`config.mk`:
```
export PLATFORM = sky130hd
export DESIGN_NAME = itch_msg_body_buffer_flat
export DESIGN_NICKNAME = d
export VERILOG_FILES = /design/src/rtl/itch_msg_body_buffer_if.sv /design/src/rtl/itch_msg_body_buffer.sv /design/src/flat_wrapper.sv
export SDC_FILE = /design/constraint.sdc
export NUM_CORES = 1
export LEC_CHECK = 0
export CAP_MARGIN = 20
export CORE_ASPECT_RATIO = 1.2
export CORE_MARGIN = 2
export CORE_UTILIZATION = 25
export CTS_CLUSTER_SIZE = 30
export DETAILED_ROUTE_END_ITERATION = 12
export HOLD_SLACK_MARGIN = 0.03
export PLACE_DENSITY = 0.38
export SETUP_SLACK_MARGIN = 0.3
export SLEW_MARGIN = 20
export SYNTH_ARGS = -nofsm -noshare
export SYNTH_HDL_FRONTEND = slang
export SYNTH_SLANG_ARGS = --single-unit
```
`constraint.sdc`:
```
create_clock -name clk -period 3.2 [get_ports clk]
set_clock_uncertainty 0.05 [all_clocks]
set_input_delay 0.48 -clock clk [delete_from_list [all_inputs] [get_ports clk]]
set_output_delay 0.48 -clock clk [all_outputs]
set_load 0.005 [all_outputs]
```
`src/rtl/itch_msg_body_buffer_if.sv`:
```
// Payload-side bus of the ITCH message body buffer: parser stream in, committed bytes out.
// master drives the stream and out_ready; slave is the buffer.
interface itch_msg_body_buffer_if;
    logic [7:0]  rx_data;
    logic        rx_valid;
    logic [7:0]  msg_type;
    logic [15:0] msg_len;
    logic        header_valid;
    logic [7:0]  out_data;
    logic        out_valid;
    logic        out_last;
    logic        out_ready;
    logic        msg_commit;
    logic        msg_drop;
    logic [15:0] drop_count;

    modport master (
        output rx_data, rx_valid, msg_type, msg_len, header_valid, out_ready,
        input  out_data, out_valid, out_last, msg_commit, msg_drop, drop_count
    );

    modport slave (
        input  rx_data, rx_valid, msg_type, msg_len, header_valid, out_ready,
        output out_data, out_valid, out_last, msg_commit, msg_drop, drop_count
    );
endinterface

```
`src/rtl/itch_msg_body_buffer.sv`:
```
// Speculative ITCH payload byte FIFO: commit or rewind at the last byte of each message.
// Optional macro ITCH_BODY_TYPE_CHECK_EN enables the message type/length table check.
module itch_msg_body_buffer #(
    parameter int unsigned DEPTH = 64,
    parameter int unsigned PW    = 6
) (
    input  logic                   clk,
    input  logic                   rst,
    itch_msg_body_buffer_if.slave  bus
);

    typedef enum logic [1:0] {IDLE, COLLECT, SKIP} state_t;
    typedef logic [PW:0] ptr_t;

    state_t      state_q, state_d;
    ptr_t        rd_ptr, commit_ptr, spec_ptr;
    ptr_t        rd_next, commit_d, spec_d, fill;
    logic [15:0] remain, remain_d;
    logic [15:0] drop_count;
    logic [8:0]  mem [DEPTH];
    logic [8:0]  head_next;
    logic [7:0]  out_data;
    logic        out_last, out_valid, msg_commit, msg_drop;
    logic        full, pop, valid_next, header_ok;
    logic        wr_en, wr_last, commit_pulse, drop_pulse;

    assign fill = spec_ptr - rd_ptr;
    assign full = (fill == (PW+1)'(DEPTH));
    assign pop  = out_valid && bus.out_ready;

`ifdef ITCH_BODY_TYPE_CHECK_EN
    always_comb begin
        header_ok = 1'b0;
        case (bus.msg_type)
            8'h53:   header_ok = (bus.msg_len == 16'd11);
            8'h41:   header_ok = (bus.msg_len == 16'd35);
            8'h45:   header_ok = (bus.msg_len == 16'd30);
            8'h58:   header_ok = (bus.msg_len == 16'd22);
            8'h44:   header_ok = (bus.msg_len == 16'd18);
            default: header_ok = 1'b0;
        endcase
    end
`else
    assign header_ok = (bus.msg_len != 16'd0);
`endif

    // Next-state and pointer logic; rewind on overflow never goes below commit_ptr.
    always_comb begin
        state_d      = state_q;
        spec_d       = spec_ptr;
        commit_d     = commit_ptr;
        remain_d     = remain;
        wr_en        = 1'b0;
        wr_last      = 1'b0;
        commit_pulse = 1'b0;
        drop_pulse   = 1'b0;
        case (state_q)
            IDLE: begin
                if (bus.header_valid) begin
                    if (!header_ok) begin
                        drop_pulse = 1'b1;
                    end else begin
                        remain_d = bus.msg_len;
                        state_d  = COLLECT;
                    end
                end
            end
            COLLECT: begin
                if (bus.rx_valid) begin
                    remain_d = remain - 16'd1;
                    if (!full) begin
                        wr_en   = 1'b1;
                        wr_last = (remain == 16'd1);
                        spec_d  = spec_ptr + ptr_t'(1);
                        if (remain == 16'd1) begin
                            commit_d     = spec_ptr + ptr_t'(1);
                            commit_pulse = 1'b1;
                            state_d      = IDLE;
                        end
                    end else begin
                        spec_d = commit_ptr;
                        if (remain == 16'd1) begin
                            drop_pulse = 1'b1;
                            state_d    = IDLE;
                        end else begin
                            state_d = SKIP;
                        end
                    end
                end
            end
            SKIP: begin
                if (bus.rx_valid) begin
                    remain_d = remain - 16'd1;
                    if (remain == 16'd1) begin
                        drop_pulse = 1'b1;
                        state_d    = IDLE;
                    end
                end
            end
            default: state_d = IDLE;
        endcase
    end

    // Head lookahead with bypass for a byte written and committed in the same edge.
    always_comb begin
        rd_next    = pop ? rd_ptr + ptr_t'(1) : rd_ptr;
        valid_next = (rd_next != commit_d);
        head_next  = mem[rd_next[PW-1:0]];
        if (wr_en && (spec_ptr == rd_next)) begin
            head_next = {wr_last, bus.rx_data};
        end
    end

    always_ff @(posedge clk) begin
        if (wr_en) begin
            mem[spec_ptr[PW-1:0]] <= {wr_last, bus.rx_data};
        end
    end

    always_ff @(posedge clk) begin
        if (rst) begin
            state_q    <= IDLE;
            rd_ptr     <= '0;
            commit_ptr <= '0;
            spec_ptr   <= '0;
            remain     <= '0;
            drop_count <= '0;
            out_data   <= '0;
            out_last   <= 1'b0;
            out_valid  <= 1'b0;
            msg_commit <= 1'b0;
            msg_drop   <= 1'b0;
        end else begin
            state_q    <= state_d;
            rd_ptr     <= rd_next;
            commit_ptr <= commit_d;
            spec_ptr   <= spec_d;
            remain     <= remain_d;
            out_valid  <= valid_next;
            out_data   <= valid_next ? head_next[7:0] : 8'h00;
            out_last   <= valid_next && head_next[8];
            msg_commit <= commit_pulse;
            msg_drop   <= drop_pulse;
            if (drop_pulse && (drop_count != 16'hFFFF)) begin
                drop_count <= drop_count + 16'd1;
            end
        end
    end

    assign bus.out_data   = out_data;
    assign bus.out_valid  = out_valid;
    assign bus.out_last   = out_last;
    assign bus.msg_commit = msg_commit;
    assign bus.msg_drop   = msg_drop;
    assign bus.drop_count = drop_count;

endmodule

```
`src/flat_wrapper.sv`:
```
// flat-port wrapper written by rule: the top's interface ports become plain ports
module itch_msg_body_buffer_flat 
#(
    parameter int unsigned DEPTH = 64,
    parameter int unsigned PW    = 6
)
  (clk, rst, bus_rx_data, bus_rx_valid, bus_msg_type, bus_msg_len, bus_header_valid, bus_out_ready, bus_out_data, bus_out_valid, bus_out_last, bus_msg_commit, bus_msg_drop, bus_drop_count);
  itch_msg_body_buffer_if bus_i ();
  input  logic clk;
  input  logic rst;
  input wire logic [$bits(bus_i.rx_data)-1:0] bus_rx_data;
  input wire logic [$bits(bus_i.rx_valid)-1:0] bus_rx_valid;
  input wire logic [$bits(bus_i.msg_type)-1:0] bus_msg_type;
  input wire logic [$bits(bus_i.msg_len)-1:0] bus_msg_len;
  input wire logic [$bits(bus_i.header_valid)-1:0] bus_header_valid;
  input wire logic [$bits(bus_i.out_ready)-1:0] bus_out_ready;
  output wire logic [$bits(bus_i.out_data)-1:0] bus_out_data;
  output wire logic [$bits(bus_i.out_valid)-1:0] bus_out_valid;
  output wire logic [$bits(bus_i.out_last)-1:0] bus_out_last;
  output wire logic [$bits(bus_i.msg_commit)-1:0] bus_msg_commit;
  output wire logic [$bits(bus_i.msg_drop)-1:0] bus_msg_drop;
  output wire logic [$bits(bus_i.drop_count)-1:0] bus_drop_count;
  assign bus_i.rx_data = bus_rx_data;
  assign bus_i.rx_valid = bus_rx_valid;
  assign bus_i.msg_type = bus_msg_type;
  assign bus_i.msg_len = bus_msg_len;
  assign bus_i.header_valid = bus_header_valid;
  assign bus_i.out_ready = bus_out_ready;
  assign bus_out_data = bus_i.out_data;
  assign bus_out_valid = bus_i.out_valid;
  assign bus_out_last = bus_i.out_last;
  assign bus_msg_commit = bus_i.msg_commit;
  assign bus_msg_drop = bus_i.msg_drop;
  assign bus_drop_count = bus_i.drop_count;
  itch_msg_body_buffer #(.DEPTH(DEPTH), .PW(PW)) u_core (.clk(clk), .rst(rst), .bus(bus_i));
endmodule
```
* Word level (Yosys, flattened, before mapping) *
Memories as Yosys holds them, arrays and structs flattened.
Cells that the tools add are included.

cells by class
  $add $sub $neg = 5
  equality and inequality tests = 12
  muxes and demuxes = 34
  bitwise logic cells = 3
  reductions and logical operators = 13

operator list
  operator                                                number
  2-to-1 mux 16 bit                                       3
  2-to-1 mux 7 bit                                        6
  case mux 16 bit (2 select lines)                        1
  adder 16 x 1 -> 16 bit (second input constant)          1
  equality test 16 x 1 -> 1 bit (second input constant)   1
  inequality test 16 bit (second input constant)          1
  nonzero test 16 bit                                     1
  subtractor 16 x 1 -> 16 bit (second input constant)     1
  adder 7 x 1 -> 7 bit (second input constant)            2
  2-to-1 mux 1 bit                                        14
  2-to-1 mux 2 bit                                        7
  2-to-1 mux 9 bit                                        1
  AND reduction 4 bit                                     2
  equality test 7 bit                                     1
  equality test 7 bit (second input constant)             1
  inequality test 7 bit                                   1
  subtractor 7 bit                                        1
  inequality test 2 bit (second input constant)           3
  case mux 2 bit (3 select lines)                         1
  logical AND 1 bit                                       4
  inequality test 2 x 1 -> 1 bit (second input constant)  2
  OR reduction 2 bit                                      2
  OR reduction 4 bit                                      1
  inverter 1 bit                                          3
  6 further kinds                                         6

storage, ports and cells
  flip-flop bits (word level) = 67
  RAM bits = 576
  bits of input ports = 37
  output and inout port bits = 28
  word-level logic and storage cells = 79
  memories kept = 1

memory list
  name        words  bits a word  read ports  clocked after memory_dff  write ports  line                        source
  u_core.mem  64     9            1           0                         1            itch_msg_body_buffer.sv:20  logic [8:0] mem [DEPTH];

* Longest topological paths before layout *
Gate-level depths: netlist (run 1).

  depth after elaboration = 8
  mapped depth = 13

* Worst setup path after synthesis (run 1) *
OpenSTA, ideal clock, no wires.

  path type = reg-to-reg
  start point = register u_core.rd_ptr[3]
  end point = memory u_core.mem[12][0], enable pin
  setup time = 0.374 ns
  data arrival time = 2.962 ns
  path slack = -0.186 ns
  stages on the path, launching flop included = 11
  path buffers = 2
  period minus slack after synthesis = 3.386 ns
  path through = dfxtp_1 > buf_2 > inv_1 > ha_1 > a21o_1 > a31oi_1 > nand4_1 > a31o_2 > or4b_2 > clkbuf_1 > nor2_1

on the way
  longest elaborated chain between the ends = 7

ends and longest elaborated chain
  item                                    line                         source
  from (decl)                             itch_msg_body_buffer.sv:16   ptr_t rd_ptr, commit_ptr, spec_ptr;
  from (signal assigned)                  itch_msg_body_buffer.sv:135  rd_ptr <= rd_next;
  subtractor 7 bit                        itch_msg_body_buffer.sv:27   assign fill = spec_ptr - rd_ptr;
  equality test 7 bit                     itch_msg_body_buffer.sv:28   assign full = (fill == (PW+1)'(DEPTH));
  2-to-1 mux 1 bit                        itch_msg_body_buffer.sv:71   if (!full) begin
  2-to-1 mux 1 bit                        itch_msg_body_buffer.sv:69   if (bus.rx_valid) begin
  2-to-1 mux 1 bit                        itch_msg_body_buffer.sv:57   case (state_q)
  2-to-1 mux 1 bit                        itch_msg_body_buffer.sv:115  if (wr_en) begin
  2-to-1 mux 1 bit (not written as such)  itch_msg_body_buffer.sv:116  mem[spec_ptr[PW-1:0]] <= {wr_last, bus.rx_data};
  to (decl)                               itch_msg_body_buffer.sv:20

No other way between the ends.

* Worst setup path after layout (run 1) *
  start point = register u_core.rd_ptr[2]
  end point = memory u_core.mem[44][3], enable pin

The elaborated chain is that of the path after synthesis.

==> impl_metrics.py, run 1 <==
metrics = {
    "cells_and_area": {
        "drive_above_1_share": 0.297,
        "nFillCells": 10500,
        "area_growth_pct": 31.5,
        "final_core_util": 0.332,
        "fin_nets": 2320,
        "seq_area_mm2": 0.0187,
        "final_area_mm2": 0.0354,
        "multi_input_area_mm2": 0.00837,
    },
    "timing": {
        "finalWorstSetupSlack_ns": 0.260,
        "grt_setup_unrepaired": "true",
        "hold_violations": 0,
        "min_period_ns": 2.94,
        "slew_headroom": 0.298,
        "fin_crit_sh": 0.919,
        "tightest_slew_ns": 1.05,
        "drv_slew": 0,
        "report.final.setup_viol": 0,
        "max_freq_mhz": 340,
        "holdWs_ns": 0.344,
    },
    "logic_synthesis": {
        "synth_area_mm2": 0.0269,
        "synth_edf_count": 576,
        "yosys.area.top_type": "edfxtp_1",
        "synthTopCellsByCount": "edfxtp_1 (576), nand2_1 (279), nor2_1 (119)",
        "ys_warn_count": 0,
        "ys_ff_latch": 643,
        "synth_area_leaders": "edfxtp_1 (64%), mux4_2 (5.3%), dfxtp_1 (5.0%), nand2_1 (3.9%), nor2_1 (1.7%)",
        "yosysSeqAreaShare": 0.693,
        "synth-main-ff-cell": "edfxtp_1",
        "yosys.cell_count.top_type": "edfxtp_1",
        "synthArstFlopShare": 0,
        "ys_types": 78,
        "synth_top_area_frac": 0.643,
        "synth_nets": 1948,
        "synth_area_per_cell_um2": 14.2,
        "netlist_instances": 1896,
    },
    "global_route": {
        "grtUsageTotal": 0.163,
        "grt_pass1_vias": 18000,
        "grt_pass1_wl_mm": 129,
        "overflow": 0,
        "antenna_found_initial": 3,
        "grt_max_degree": 42,
    },
    "cts": {
        "clk_path_buf_depth": 3,
        "cts_buffers": 73,
        "clkLatencyLatePin_ns": 0.64,
        "cts_sinks": 643,
        "cts_root_buf": "clkbuf_16",
        "clk_pin_slew_ns": 0.06,
        "h-tree-depth": 3,
        "cts_tree": "done",
        "cts_hold_buffers": 0,
    },
    "power_and_ir_drop": {
        "vdd_ir_drop_max_uv": 357,
        "power_density_mw_per_mm2": 523,
        "power.internal_mw": 14.4,
        "pwr-share-seq": 0.499,
        "netSwitchingFraction": 0.224,
        "combinationalPowerShare": 0.052,
        "p_leak_nw": 12.1,
        "clkPwrFrac": 0.449,
        "switching_power_mw": 4.16,
    },
    "routing": {
        "routedWlPerCell_um": 24.6,
        "avgViaCountPerCell": 4.79,
        "routed-wl-met2_mm": 45.8,
        "dr.max_layer_used": "met5",
        "wl_met3_mm": 4.28,
        "drt_iter0_drc": 1450,
        "m1WireLength_mm": 38.7,
        "drc_errors": 0,
        "drtAntennaViolNets": 0,
        "via_count": 17800,
        "wl_mm": 91.4,
        "drtPass1Iterations": 5,
    },
    "floorplan": {
        "ios": 65,
        "fp.dieH_um": 363,
        "fp-row-count": 131,
        "initial_core_util": 0.252,
        "core-area_mm2": 0.107,
        "die_w_um": 303,
        "floorplan.die_area_mm2": 0.110,
    },
    "setup_path": {
        "end_kind": "register",
        "cp.required_ns": 3.47,
        "crit_type": "reg -> reg",
        "startpoint_type": "register",
        "critical_path.max_fanout": 9,
        "crit_arrival_ns": 3.21,
    },
    "placed_design": {
        "globalplace.congestion": 0.817,
        "placed_area_mm2": 0.0317,
        "post-place-ws_ns": -0.727,
        "dp_hpwl_mm": 60.2,
        "portBuffers": 56,
    },
    "outcome": {
        "status": "complete, no violations",
    },
    "flow_run": {
        "drv_cap": 0,
    },
    "worst_hold_path": {
        "hold_class": "in -> reg",
    },
}
## timing repair
item / in CTS / in global routing
buffers inserted: 12 / 24
endpoints found under the setup margin: 409 / 308
cloned: 5 / 11
gates resized for setup: 73 / 125
pin swaps: 11 / 33
## logic make-up (layout without fill, tap and decap cells)
logic type | Yosys count | after routing | share of synthesized area
other | 0 | 1 | 0
adders and majority gates | 15 | 15 | 0.00698
muxes | 99 | 99 | 0.0667
AOI/OAI and AO/OA | 324 | 324 | 0.0824
and+or+nand+nor | 630 | 631 | 0.110
DFF | 643 | 643 | 0.693
xor gates and xnor gates | 42 | 42 | 0.0160
buffers and inverters | 143 | 573 | 0.0251
## routing by layer
layer  up-vias  track usage
li1       8076            -
met4         2       0.0559
met5         -            0
met1      9200        0.208
met2       434        0.278
met3       126       0.0255
## worst max-delay path, stage by stage, from the launching register on
cell and delay, ns:
dfxtp_2 0.35, clkinvlp_4 0.15, ha_4 0.32, and4_1 0.19, o21ai_2 0.06, a31o_2 0.22
a31o_4 0.27, or4b_4 0.53, buf_12 0.20, nor2_4 0.11, buf_12 0.16
## placed cells by master, fill, tap and decap left out, types with 26 or more instances in the layout
| cell type | netlist | routed |
|---|---|---|
| a221oi_1 | 33 | 26 |
| clkbuf_16 | 0 | 78 |
| nor2_1 | 119 | 84 |
| dfxtp_1 | 67 | 60 |
| buf_12 | 0 | 49 |
| a211oi_1 | 44 | 42 |
| buf_4 | 16 | 271 |
| nand3_1 | 53 | 50 |
| a31oi_1 | 30 | 26 |
| edfxtp_1 | 576 | 576 |
| mux4_2 | 63 | 63 |
| and3_1 | 59 | 57 |
| nand2_1 | 279 | 276 |
| buf_6 | 6 | 34 |
| mux2i_1 | 34 | 33 |
| o21ai_0 | 38 | 29 |
| a21oi_1 | 84 | 82 |
| clkdlybuf4s50_1 | 0 | 46 |
## worst paths after layout
path | startpoint | endpoint | slack [ns] | cells past startpoint
hold / removal | bus_rx_data[3] | u_core.mem[14][3] | 0.34 | 1
setup / recovery | u_core.rd_ptr[2] | u_core.mem[44][3] | 0.26 | 10
hold reg to reg | u_core.bus.drop_count[1] | u_core.bus.drop_count[1] | 0.45 | 2
setup reg to reg | u_core.rd_ptr[2] | u_core.mem[44][3] | 0.26 | 10
## metrics by stage
| step | total power, mW | setup TNS, ns | std cells |
|---|---|---|---|
| detailed placement | 10.3 | -5.11 | 3537 |
| floorplan | 9.89 | 0 | 1896 |
| finish | 18.5 | 0 | 3724 |
| CTS | 18.7 | 0 | 3688 |
| global route | 19.2 | 0 | 3723 |
| global placement | 10.3 | -5.08 | 3537 |
## sequential cells by signal, indices dropped and copies added, names as in the netlist
signal and flops:
u_core.remain 16, u_core.spec_ptr 7, u_core.bus.msg_drop 1, u_core.state_q 2, u_core.bus.out_data 8, u_core.bus.out_last 1, u_core.rd_ptr 7, u_core.bus.msg_commit 1
u_core.mem 576, u_core.bus.drop_count 16, u_core.bus.out_valid 1, u_core.commit_ptr 7
## area by class of cell
type,count,share of cell area
clock inverters,46,0.0122
repair buffers,423,0.118
well taps,1396,0.0494
flip-flops and latches,643,0.527
clock buffers,88,0.0544
diodes,1,0.0000707
inverters,16,0.00198
multi-input cells,1111,0.237
## power groups by stage
| stage | clock, mW | sequential [mW] | combinational (mW) |
|---|---|---|---|
| floorplan | 0 | 9.40 | 0.489 |
| global placement | 0 | 9.41 | 0.891 |
| detailed placement | 0 | 9.41 | 0.905 |
| CTS | 8.56 | 9.23 | 0.930 |
| global route | 8.86 | 9.24 | 1.05 |
| finish | 8.32 | 9.24 | 0.966 |
Note: power is estimated with default switching activity, not from simulation.
==> run 2: changes to the inputs <==
--- a/config.mk
+++ b/config.mk
@@ -6,9 +6,10 @@
 export NUM_CORES = 1
 export LEC_CHECK = 0
 export CAP_MARGIN = 20
-export CORE_ASPECT_RATIO = 1.2
+export CORE_ASPECT_RATIO = 0.75
 export CORE_MARGIN = 2
 export CORE_UTILIZATION = 25
+export CTS_BUF_LIST = sky130_fd_sc_hd__clkbuf_8
 export CTS_CLUSTER_SIZE = 30
 export DETAILED_ROUTE_END_ITERATION = 12
 export HOLD_SLACK_MARGIN = 0.03
==> run 2 against run 1 <==
Against the previous run:
- combinational power up 0.8%
- power fell by 3.2%
- flip-flop and latch count did not move
- critical path depth up 2
- sequential share of layout area down 0.76 points
- non-clock buffer count up 26
- clock power down 7.3%
- sequential power hardly changed
- first-iteration DRC count is 11% higher
- final cell count rose by 3.6%
- count of clock-buffer cells in the layout grew 23
- highest routed layer is now met4
==> impl_metrics.py, run 2 (synthesis results as in run 1) <==
metrics = {
    "floorplan": {
        "fp-row-count": 104,
        "core-area_mm2": 0.107,
        "floorplan.die_area_mm2": 0.110,
        "die_w_um": 383,
        "initial_core_util": 0.251,
        "ios": 65,
        "fp.dieH_um": 288,
    },
    "timing": {
        "hold_violations": 0,
        "slew_headroom": 0.374,
        "grt_setup_unrepaired": "true",
        "max_freq_mhz": 334,
        "min_period_ns": 3.00,
        "tns_ns": 0,
        "finalWorstSetupSlack_ns": 0.203,
        "report.final.setup_viol": 0,
        "fin_crit_sh": 0.936,
        "drv_slew": 0,
        "holdWs_ns": 0.139,
        "tightest_slew_ns": 0.939,
    },
    "placed_design": {
        "portBuffers": 56,
        "placed_area_mm2": 0.0317,
        "post-place-ws_ns": -0.637,
        "dp.cells": 3577,
        "dp_hpwl_mm": 61.4,
        "globalplace.congestion": 0.870,
    },
    "cells_and_area": {
        "multi_input_area_mm2": 0.00861,
        "layout_commonest_cell": "edfxtp_1",
        "largest_register_ffs": 576,
        "drive_above_1_share": 0.329,
        "stdcell_count": 3857,
        "fin_nets": 2382,
        "area_growth_pct": 33.5,
        "nFillCells": 10600,
        "final_area_mm2": 0.0359,
        "seq_area_mm2": 0.0187,
        "final_core_util": 0.336,
        "layout_common_cells": "edfxtp_1 (576), buf_4 (282), nand2_1 (275), clkbuf_8 (111), a21oi_1 (83)",
    },
    "setup_path": {
        "path_cells": "inv_4, ha_4, a21o_1, a31oi_2, nand4_1, a31o_4, buf_6, or4b_4, buf_6, buf_12, nor2_4, buf_12",
        "end_kind": "register",
        "max_stage_delay_ns": 0.53,
        "critical_path.max_fanout": 9,
        "slowest_stage": "or4b_4",
        "startpoint_type": "register",
        "cp.required_ns": 3.62,
        "crit_arrival_ns": 3.42,
        "crit_buf_inv": 5,
        "crit_type": "reg -> reg",
        "crit_family": "simple AND/OR/NAND/NOR gates",
    },
    "routing": {
        "drc_errors": 0,
        "avgViaCountPerCell": 4.75,
        "routedWlPerCell_um": 24.5,
        "wl_mm": 94.4,
        "drtAntennaViolNets": 0,
        "drtPass1Iterations": 7,
        "via_count": 18300,
        "drt_iter0_drc": 1603,
    },
    "cts": {
        "clk_pin_slew_ns": 0.06,
        "h-tree-depth": 3,
        "cts_tree": "done",
        "clk_path_buf_depth": 3,
        "cts_root_buf": "clkbuf_8",
        "clkLatencyLatePin_ns": 0.80,
        "cts_sinks": 643,
        "cts_buffers": 110,
    },
    "global_route": {
        "grt_pass1_wl_mm": 132,
        "grt.met1_usage": 0.259,
        "grt_pass1_vias": 17800,
        "grtUsageTotal": 0.167,
        "grt_max_degree": 65,
        "overflow": 0,
        "antenna_found_initial": 8,
        "busiest_layer": "met1",
        "met2_usage": 0.233,
        "globalRouteMet3Util": 0.0380,
    },
    "power_and_ir_drop": {
        "power_density_mw_per_mm2": 499,
        "vdd_ir_drop_max_uv": 284,
        "p_leak_nw": 12.3,
        "power_mw": 17.9,
    },
    "worst_hold_path": {
        "hold_class": "in -> reg",
    },
    "flow_run": {
        "drv_cap": 0,
    },
    "outcome": {
        "status": "complete, no violations",
    },
}
-- run 2: cell count changes in the layout (fill, tap and decap cells not counted), sizes merged, moves of 3 or more --
cell	before	now
clkinvlp	7	3
bufinv	6	10
inv	15	42
clkbuf	91	113
clkinv	34	54
diode	1	4
buf	373	399
-- run 2: area by class of cell --
class,instances,share of cell area
multi-input combinational,1110,0.240
antenna,4,0.000279
clock inverter,93,0.0193
tap,1431,0.0499
clock buffer,111,0.0425
inverter,16,0.00185
timing repair buffer,449,0.127
sequential,643,0.520
-- run 2: routing by layer --
metal	part of all wire	vias up
met4	0.023	0
met2	0.41	530
met5	0	-
met1	0.49	9453
met3	0.067	112
li1	-	8235
-- run 2: worst paths after layout --
kind	from	endpoint	slack (ns)	cells after the start
max	u_core.rd_ptr[3]	u_core.mem[20][1]	0.20	12
min	rst	u_core.bus.drop_count[0]	0.14	2
max reg2reg	u_core.rd_ptr[3]	u_core.mem[20][1]	0.20	12
min reg2reg	u_core.bus.drop_count[1]	u_core.bus.drop_count[1]	0.46	2
-- run 2: timing repair --
item | in CTS | in global routing
resized for setup | 132 | 128
hold buffers | 0 | 0
gates cloned | 3 | 7
setup buffers | 27 | 35
setup endpoints to repair | 505 | 446
pin swaps | 23 | 58
-- run 2: report_power, final --
group          total [mW]  switching, mW  internal [mW]  leakage [nW]
Combinational       0.974          0.591          0.384          5.30
Clock                7.71           3.63           4.07          1.22
Sequential           9.24         0.0574           9.18          5.83
Total                17.9           4.28           13.6          12.3
==> run 3: changes to the inputs <==
--- a/config.mk
+++ b/config.mk
@@ -5,7 +5,7 @@
 export SDC_FILE = /design/constraint.sdc
 export NUM_CORES = 1
 export LEC_CHECK = 0
-export CAP_MARGIN = 20
+export CAP_MARGIN = 10
 export CORE_ASPECT_RATIO = 0.75
 export CORE_MARGIN = 2
 export CORE_UTILIZATION = 25
==> results of run 3 <==
Same layout as run 2: the final DEF is identical, and so are final timing and power.
